<file path="src/rtl/bubble_mem_arbiter_if.sv">
// ---------------------------------------------------------------------------
// bubble_mem_arbiter_if
// Bundles the signals between the data-memory arbiter, its two requesters
// (cpu load/store path and host loader/debug port) and the single-port
// data memory.
//
// Signals:
//   cpu_req/we/addr/wdata    cpu request and payload (held until cpu_gnt)
//   cpu_gnt, cpu_rvalid      one-cycle pulses: access issued / read data valid
//   cpu_rdata                read result
//   host_*                   same set for the host port
//   mem_en/we/addr/wdata     memory access strobe, write enable, address, data
//   mem_rdata                memory read data (MEM_LAT cycles after mem_en)
//   busy                     arbiter FSM is not idle
//
// Modports:
//   master  requester/memory side (drives requests and mem_rdata)
//   slave   the arbiter itself
// ---------------------------------------------------------------------------
interface bubble_mem_arbiter_if #(
  parameter int ADDR_W = 10,
  parameter int DATA_W = 32
);
  logic              cpu_req;
  logic              cpu_we;
  logic [ADDR_W-1:0] cpu_addr;
  logic [DATA_W-1:0] cpu_wdata;
  logic              cpu_gnt;
  logic              cpu_rvalid;
  logic [DATA_W-1:0] cpu_rdata;

  logic              host_req;
  logic              host_we;
  logic [ADDR_W-1:0] host_addr;
  logic [DATA_W-1:0] host_wdata;
  logic              host_gnt;
  logic              host_rvalid;
  logic [DATA_W-1:0] host_rdata;

  logic              mem_en;
  logic              mem_we;
  logic [ADDR_W-1:0] mem_addr;
  logic [DATA_W-1:0] mem_wdata;
  logic [DATA_W-1:0] mem_rdata;

  logic              busy;

  modport master (
    output cpu_req, cpu_we, cpu_addr, cpu_wdata,
    input  cpu_gnt, cpu_rvalid, cpu_rdata,
    output host_req, host_we, host_addr, host_wdata,
    input  host_gnt, host_rvalid, host_rdata,
    input  mem_en, mem_we, mem_addr, mem_wdata,
    output mem_rdata,
    input  busy
  );

  modport slave (
    input  cpu_req, cpu_we, cpu_addr, cpu_wdata,
    output cpu_gnt, cpu_rvalid, cpu_rdata,
    input  host_req, host_we, host_addr, host_wdata,
    output host_gnt, host_rvalid, host_rdata,
    output mem_en, mem_we, mem_addr, mem_wdata,
    input  mem_rdata,
    output busy
  );
endinterface

</file>
<file path="src/rtl/bubble_mem_arbiter.sv">
// ---------------------------------------------------------------------------
// bubble_mem_arbiter
// Shares one single-port data memory between the CSE-Bubble processor's
// load/store path (cpu) and a host loader/debug port (host). One access is
// outstanding at a time; each is walked through IDLE -> ISSUE -> (WAIT ->
// RESP | DONE) -> IDLE. Ties go round-robin, or always to the cpu when
// CPU_PRIORITY = 1. Every output is a register.
//
// Parameters:
//   ADDR_W        memory word-address width
//   DATA_W        data word width
//   MEM_LAT       memory read latency in cycles (1..4)
//   CPU_PRIORITY  0 = round-robin ties, 1 = cpu wins ties
//
// Ports:
//   clk   system clock, rising edge
//   rst   synchronous active-high reset
//   bus   bubble_mem_arbiter_if.slave (requesters, memory, busy)
// ---------------------------------------------------------------------------
module bubble_mem_arbiter #(
  parameter int ADDR_W       = 10,
  parameter int DATA_W       = 32,
  parameter int MEM_LAT      = 1,
  parameter int CPU_PRIORITY = 0
) (
  input  logic                  clk,
  input  logic                  rst,
  bubble_mem_arbiter_if.slave   bus
);

  typedef enum logic [2:0] {
    IDLE  = 3'd0,
    ISSUE = 3'd1,
    WAIT  = 3'd2,
    RESP  = 3'd3,
    DONE  = 3'd4
  } state_t;

  localparam logic [2:0] LAT_INIT = 3'(MEM_LAT);
  localparam logic       PRIO_CPU = (CPU_PRIORITY != 0);

  state_t            state, state_nxt;
  logic [2:0]        cnt, cnt_nxt;
  logic              any_req;
  logic              pick_cpu;
  logic              start;
  logic              capture;

  logic              win_cpu;
  logic              last_cpu;

  logic              cpu_gnt_q, host_gnt_q;
  logic              cpu_rvalid_q, host_rvalid_q;
  logic              mem_en_q, mem_we_q;
  logic [ADDR_W-1:0] mem_addr_q;
  logic [DATA_W-1:0] mem_wdata_q;
  logic [DATA_W-1:0] rdata_q;
  logic              busy_q;

  // Arbitration and next-state logic
  always_comb begin
    state_nxt = state;
    cnt_nxt   = cnt;
    start     = 1'b0;
    capture   = 1'b0;
    any_req   = bus.cpu_req | bus.host_req;
    // cpu wins if it is alone, if priority is fixed, or if host won last time
    pick_cpu  = bus.cpu_req & (~bus.host_req | PRIO_CPU | ~last_cpu);

    case (state)
      IDLE: begin
        if (any_req) begin
          start     = 1'b1;
          state_nxt = ISSUE;
        end
      end
      ISSUE: begin
        if (mem_we_q) begin
          state_nxt = DONE;
        end else begin
          cnt_nxt   = LAT_INIT;
          state_nxt = WAIT;
        end
      end
      WAIT: begin
        cnt_nxt = cnt - 3'd1;
        // mem_rdata is valid in the cycle the countdown reaches 1
        if (cnt == 3'd1) begin
          capture   = 1'b1;
          state_nxt = RESP;
        end
      end
      RESP:    state_nxt = IDLE;
      DONE:    state_nxt = IDLE;
      default: state_nxt = IDLE;
    endcase
  end

  // State register
  always_ff @(posedge clk) begin
    if (rst) begin
      state <= IDLE;
      cnt   <= 3'd0;
    end else begin
      state <= state_nxt;
      cnt   <= cnt_nxt;
    end
  end

  // Registered outputs, winner tracking and memory-side payload
  always_ff @(posedge clk) begin
    if (rst) begin
      win_cpu       <= 1'b0;
      last_cpu      <= 1'b0;
      cpu_gnt_q     <= 1'b0;
      host_gnt_q    <= 1'b0;
      cpu_rvalid_q  <= 1'b0;
      host_rvalid_q <= 1'b0;
      mem_en_q      <= 1'b0;
      mem_we_q      <= 1'b0;
      mem_addr_q    <= '0;
      mem_wdata_q   <= '0;
      rdata_q       <= '0;
      busy_q        <= 1'b0;
    end else begin
      cpu_gnt_q     <= start & pick_cpu;
      host_gnt_q    <= start & ~pick_cpu;
      mem_en_q      <= start;
      cpu_rvalid_q  <= capture & win_cpu;
      host_rvalid_q <= capture & ~win_cpu;
      busy_q        <= (state_nxt != IDLE);
      if (start) begin
        win_cpu     <= pick_cpu;
        last_cpu    <= pick_cpu;
        mem_we_q    <= pick_cpu ? bus.cpu_we    : bus.host_we;
        mem_addr_q  <= pick_cpu ? bus.cpu_addr  : bus.host_addr;
        mem_wdata_q <= pick_cpu ? bus.cpu_wdata : bus.host_wdata;
      end
      if (capture) begin
        rdata_q <= bus.mem_rdata;
      end
    end
  end

  assign bus.cpu_gnt     = cpu_gnt_q;
  assign bus.host_gnt    = host_gnt_q;
  assign bus.cpu_rvalid  = cpu_rvalid_q;
  assign bus.host_rvalid = host_rvalid_q;
  assign bus.cpu_rdata   = rdata_q;
  assign bus.host_rdata  = rdata_q;
  assign bus.mem_en      = mem_en_q;
  assign bus.mem_we      = mem_we_q;
  assign bus.mem_addr    = mem_addr_q;
  assign bus.mem_wdata   = mem_wdata_q;
  assign bus.busy        = busy_q;

endmodule

</file>
<file path="src/flat_wrapper.sv">
// flat-port wrapper written by rule: the top's interface ports become plain ports
module bubble_mem_arbiter_flat 
#(
  parameter int ADDR_W       = 10,
  parameter int DATA_W       = 32,
  parameter int MEM_LAT      = 1,
  parameter int CPU_PRIORITY = 0
)
  (clk, rst, bus_cpu_req, bus_cpu_we, bus_cpu_addr, bus_cpu_wdata, bus_cpu_gnt, bus_cpu_rvalid, bus_cpu_rdata, bus_host_req, bus_host_we, bus_host_addr, bus_host_wdata, bus_host_gnt, bus_host_rvalid, bus_host_rdata, bus_mem_en, bus_mem_we, bus_mem_addr, bus_mem_wdata, bus_mem_rdata, bus_busy);
  bubble_mem_arbiter_if #(.ADDR_W(ADDR_W), .DATA_W(DATA_W)) bus_i ();
  input  logic clk;
  input  logic rst;
  input wire logic [$bits(bus_i.cpu_req)-1:0] bus_cpu_req;
  input wire logic [$bits(bus_i.cpu_we)-1:0] bus_cpu_we;
  input wire logic [$bits(bus_i.cpu_addr)-1:0] bus_cpu_addr;
  input wire logic [$bits(bus_i.cpu_wdata)-1:0] bus_cpu_wdata;
  output wire logic [$bits(bus_i.cpu_gnt)-1:0] bus_cpu_gnt;
  output wire logic [$bits(bus_i.cpu_rvalid)-1:0] bus_cpu_rvalid;
  output wire logic [$bits(bus_i.cpu_rdata)-1:0] bus_cpu_rdata;
  input wire logic [$bits(bus_i.host_req)-1:0] bus_host_req;
  input wire logic [$bits(bus_i.host_we)-1:0] bus_host_we;
  input wire logic [$bits(bus_i.host_addr)-1:0] bus_host_addr;
  input wire logic [$bits(bus_i.host_wdata)-1:0] bus_host_wdata;
  output wire logic [$bits(bus_i.host_gnt)-1:0] bus_host_gnt;
  output wire logic [$bits(bus_i.host_rvalid)-1:0] bus_host_rvalid;
  output wire logic [$bits(bus_i.host_rdata)-1:0] bus_host_rdata;
  output wire logic [$bits(bus_i.mem_en)-1:0] bus_mem_en;
  output wire logic [$bits(bus_i.mem_we)-1:0] bus_mem_we;
  output wire logic [$bits(bus_i.mem_addr)-1:0] bus_mem_addr;
  output wire logic [$bits(bus_i.mem_wdata)-1:0] bus_mem_wdata;
  input wire logic [$bits(bus_i.mem_rdata)-1:0] bus_mem_rdata;
  output wire logic [$bits(bus_i.busy)-1:0] bus_busy;
  assign bus_i.cpu_req = bus_cpu_req;
  assign bus_i.cpu_we = bus_cpu_we;
  assign bus_i.cpu_addr = bus_cpu_addr;
  assign bus_i.cpu_wdata = bus_cpu_wdata;
  assign bus_cpu_gnt = bus_i.cpu_gnt;
  assign bus_cpu_rvalid = bus_i.cpu_rvalid;
  assign bus_cpu_rdata = bus_i.cpu_rdata;
  assign bus_i.host_req = bus_host_req;
  assign bus_i.host_we = bus_host_we;
  assign bus_i.host_addr = bus_host_addr;
  assign bus_i.host_wdata = bus_host_wdata;
  assign bus_host_gnt = bus_i.host_gnt;
  assign bus_host_rvalid = bus_i.host_rvalid;
  assign bus_host_rdata = bus_i.host_rdata;
  assign bus_mem_en = bus_i.mem_en;
  assign bus_mem_we = bus_i.mem_we;
  assign bus_mem_addr = bus_i.mem_addr;
  assign bus_mem_wdata = bus_i.mem_wdata;
  assign bus_i.mem_rdata = bus_mem_rdata;
  assign bus_busy = bus_i.busy;
  bubble_mem_arbiter #(.ADDR_W(ADDR_W), .DATA_W(DATA_W), .MEM_LAT(MEM_LAT), .CPU_PRIORITY(CPU_PRIORITY)) u_core (.clk(clk), .rst(rst), .bus(bus_i));
endmodule
</file>
<file path="config.mk">
export PLATFORM = sky130hd
export DESIGN_NAME = bubble_mem_arbiter_flat
export DESIGN_NICKNAME = d
export VERILOG_FILES = /design/src/rtl/bubble_mem_arbiter_if.sv /design/src/rtl/bubble_mem_arbiter.sv /design/src/flat_wrapper.sv
export SDC_FILE = /design/constraint.sdc
export NUM_CORES = 1
export LEC_CHECK = 0
export CAP_MARGIN = 20
export CORE_MARGIN = 2
export CORE_UTILIZATION = 34
export DETAILED_ROUTE_END_ITERATION = 12
export PLACE_DENSITY_LB_ADDON = 0.08
export SETUP_SLACK_MARGIN = 0.15
export SYNTH_ARGS = -nofsm -noshare
export SYNTH_HDL_FRONTEND = slang
export SYNTH_SLANG_ARGS = --single-unit
</file>
<file path="constraint.sdc">
create_clock -name clk -period 1.7 [get_ports clk]
set_input_delay 0.34 -clock clk [delete_from_list [all_inputs] [get_ports clk]]
set_output_delay 0.34 -clock clk [all_outputs]
set_load 0.005 [all_outputs]
</file>
==> results.json <==
{
  "slew_headroom_pct": 71.4,
  "synth_cell_types": 30,
  "hold-path-cell-count": 3,
  "layout-drive-gt1-share_pct": 15.2,
  "drv_slew": 0,
  "fin_nets": 751,
  "ant_nets": 0,
  "fmax_ghz": 0.604,
  "antenna_cells": 0,
  "finalWorstSetupSlack_ns": 0.0443,
  "drt_iter0_drc": 144,
  "numCtsBuffers": 9,
  "ys_seq_area_share_pct": 44.0,
  "clk_pin_slew_worst_paths_ns": 0.06,
  "met1_usage_pct": 22.0,
  "htreeDepth": 3,
  "yosys-top-cells-area": "dfxtp_1 44%, nand2b_1 10%, a221o_1 8.7%",
  "syn_to_final_growth_pct": 70.9,
  "synth_top_area_share_pct": 44.0,
  "top_usage_layer": "met2",
  "clockBufferDepth": 2,
  "critPathArrivalTime_ns": 1.92,
  "worstSetupStartpointType": "flip-flop",
  "outcome": "completed",
  "maxCapViolCount": 0,
  "r2r_cells": 5,
  "core_um2": 11500,
  "insertion_delay_ns": 0.33,
  "finalCriticalPeriod_ns": 1.66,
  "hold_ws_ns": 0.387,
  "vdd_drop_max_v": 0.000422,
  "post_drt_wl_per_cell_um": 16.2,
  "regToRegStartpoint": "u_core.state[0]",
  "hp-start": "bus_host_req",
  "wirelength_um": 12500,
  "min_to": "u_core.bus.mem_en",
  "die_w_um": 113,
  "critPathKind": "reg2reg",
  "first_global_vias": 3796,
  "syn-num-nets": 549,
  "grt_util_met2_pct": 33.5,
  "cp-end-kind": "flip-flop",
  "tightest_slew_ns": 0.429,
  "grtUsageMet3_pct": 4.64,
  "hold_viol_final": 0,
  "grt_first_pass_wirelength_um": 19100,
  "cts-root-buf": "clkbuf_16",
  "grt_max_degree": 43,
  "port_buffers": 234,
  "preCtsSetupSlack_ns": -0.0905,
  "cts_sinks": 88,
  "drtPass1Iterations": 4,
  "vias_per_cell": 4.93,
  "rrSetupSlack_ns": 0.04,
  "r2r-end": "u_core.bus.mem_wdata[0]",
  "slowest_stage": "or4_4",
  "crit_chain": "or4_4 > a211oi_4 > buf_6 > buf_12 > a221o_1",
  "cp_max_fo": 8,
  "ys_seq_elements": 88,
  "synth_area_um2": 4010,
  "rsz0062_at_grt": "true",
  "period_share_pct": 97.4,
  "syn_area_per_cell_um2": 9.43,
  "num_rows": 39,
  "critPathRequiredTime_ns": 1.97,
  "grt_overflow": 0,
  "die_y_um": 113,
  "grt_usage_pct": 18.9,
  "drc": 0,
  "leakage_nw": 3.16,
  "ys_warn_count": 0,
  "yosysTopAreaCell": "dfxtp_1",
  "grt_antenna_before_repair": 0,
  "hold_class": "in2reg",
  "place.gp.congestion": 0.735,
  "power_density_nw_per_um2": 827,
  "fin_skew_ns": 0.00588,
  "vias": 3817,
  "initial_core_util_pct": 34.9,
  "ios": 235,
  "setup_viol": 0,
  "hpwl_um": 8870,
  "dieArea_um2": 12700,
  "cts_tree": "built",
  "synthCells": 425,
  "max_stage_delay_ns": 0.57
}
==> cell families after synthesis <==
group | after synthesis | share of synthesized area [%]
simple gates | 175 | 23.1
flops | 88 | 44.0
fa+ha+maj | 2 | 0.625
compound gates | 54 | 13.1
mux | 33 | 8.24
buf+inv | 73 | 11.0
==> synth_stat cells <==
cell type,n
a2111oi_0,2
a211oi_4,1
a21o_1,2
a21oi_1,5
a221o_1,35
a221o_2,8
and2b_1,1
and3_1,2
and4_1,1
buf_2,4
buf_4,33
buf_6,5
clkbuf_1,27
dfxtp_1,88
ha_1,2
inv_1,4
mux2i_1,33
nand2_1,44
nand2b_1,64
nand3_1,1
nand3b_1,1
nor2_1,5
nor2b_1,1
nor3_1,48
nor3b_1,3
nor4_1,1
o22ai_1,1
or2_2,1
or3_1,1
or4_4,1
==> worst max-delay path: cells and delay by family, from the launching register on <==
kind,cells,cell delay [ns]
simple gates,1,0.57
compound gates,2,0.38
flops,1,0.32
buf+inv,2,0.31
==> cells in the final DEF, fill, tap and decap left out, drive strengths merged <==
cell,instances
mux2i,33
nand3b,1
and4,1
inv,4
dlymetal6s2s,36
a221o,43
or2,1
a211oi,1
clkbuf,14
and2b,1
buf,27
a21oi,5
clkinvlp,1
or3,1
and3,2
ha,2
or4,1
nor3,48
clkinv,2
nand2,44
a21o,2
clkdlybuf4s50,179
nor2,5
nand2b,64
nor2b,1
a2111oi,2
nor4,1
dfxtp,88
dlygate4sd2,17
o22ai,1
nand3,1
nor3b,3
==> state kept, by name, summed over array words and instances (netlist names) <==
register,flops
u_core.win_cpu,1
u_core.bus.mem_we,1
u_core.bus.cpu_gnt,1
u_core.state,3
u_core.bus.host_gnt,1
u_core.bus.busy,1
u_core.bus.mem_addr,10
u_core.bus.host_rvalid,1
u_core.bus.cpu_rdata,32
u_core.bus.mem_wdata,32
u_core.bus.mem_en,1
u_core.cnt,3
u_core.bus.cpu_rvalid,1
==> where the power goes <==
part	internal (mW)	switching, mW
Sequential	2.28	0.130
Clock	1.03	0.764
Combinational	0.900	0.563
Total	4.20	1.46
==> metal layers <==
layer | vias up | routed length (um)
met1 | 1776 | 5040
met3 | 16 | 990
met5 | - | 0
met4 | 0 | 209
met2 | 158 | 6300
li1 | 1867 | -
==> layout make-up <==
class / count / area, um^2
Timing Repair Buffer: 260 / 2740
Sequential cell: 88 / 1810
Clock inverter: 3 / 17.5
Multi-Input combinational cell: 264 / 1840
Clock buffer: 13 / 250
Inverter: 4 / 15.0
Fill cell: 1005 / 4620
Tap cell: 143 / 179
==> metrics by stage <==
stage	total power [mW]	std cells	setup TNS [ns]	utilization, %	area, um^2
floorplan	3.02	425	0	-	4010
global placement	3.84	749	-1.18	54.8	6280
detailed placement	3.87	749	-1.88	54.8	6280
CTS	5.73	771	0	58.2	6670
global route	5.94	775	-0.118	59.7	6850
finish	5.66	775	0	59.7	6850
==> worst max-delay path by stage <==
stage                    startpoint                        to
floorplan           u_core.state[0]  u_core.bus.mem_wdata[22]
global placement        bus_cpu_req  u_core.bus.mem_wdata[29]
detailed placement      bus_cpu_req  u_core.bus.mem_wdata[23]
CTS                 u_core.state[0]   u_core.bus.mem_wdata[0]
global route        u_core.state[0]  u_core.bus.mem_wdata[12]
finish              u_core.state[0]   u_core.bus.mem_wdata[0]
==> what timing repair did <==
action / 4_1_cts / 5_1_grt
hold buffers: 0 / 0
cloned: 3 / 1
endpoints found under the setup margin: 100 / 136
gates resized for setup: 48 / 57
pin swaps: 2 / 15
buffers inserted: 3 / 3
No activity file was read; power rests on OpenSTA's default activity.
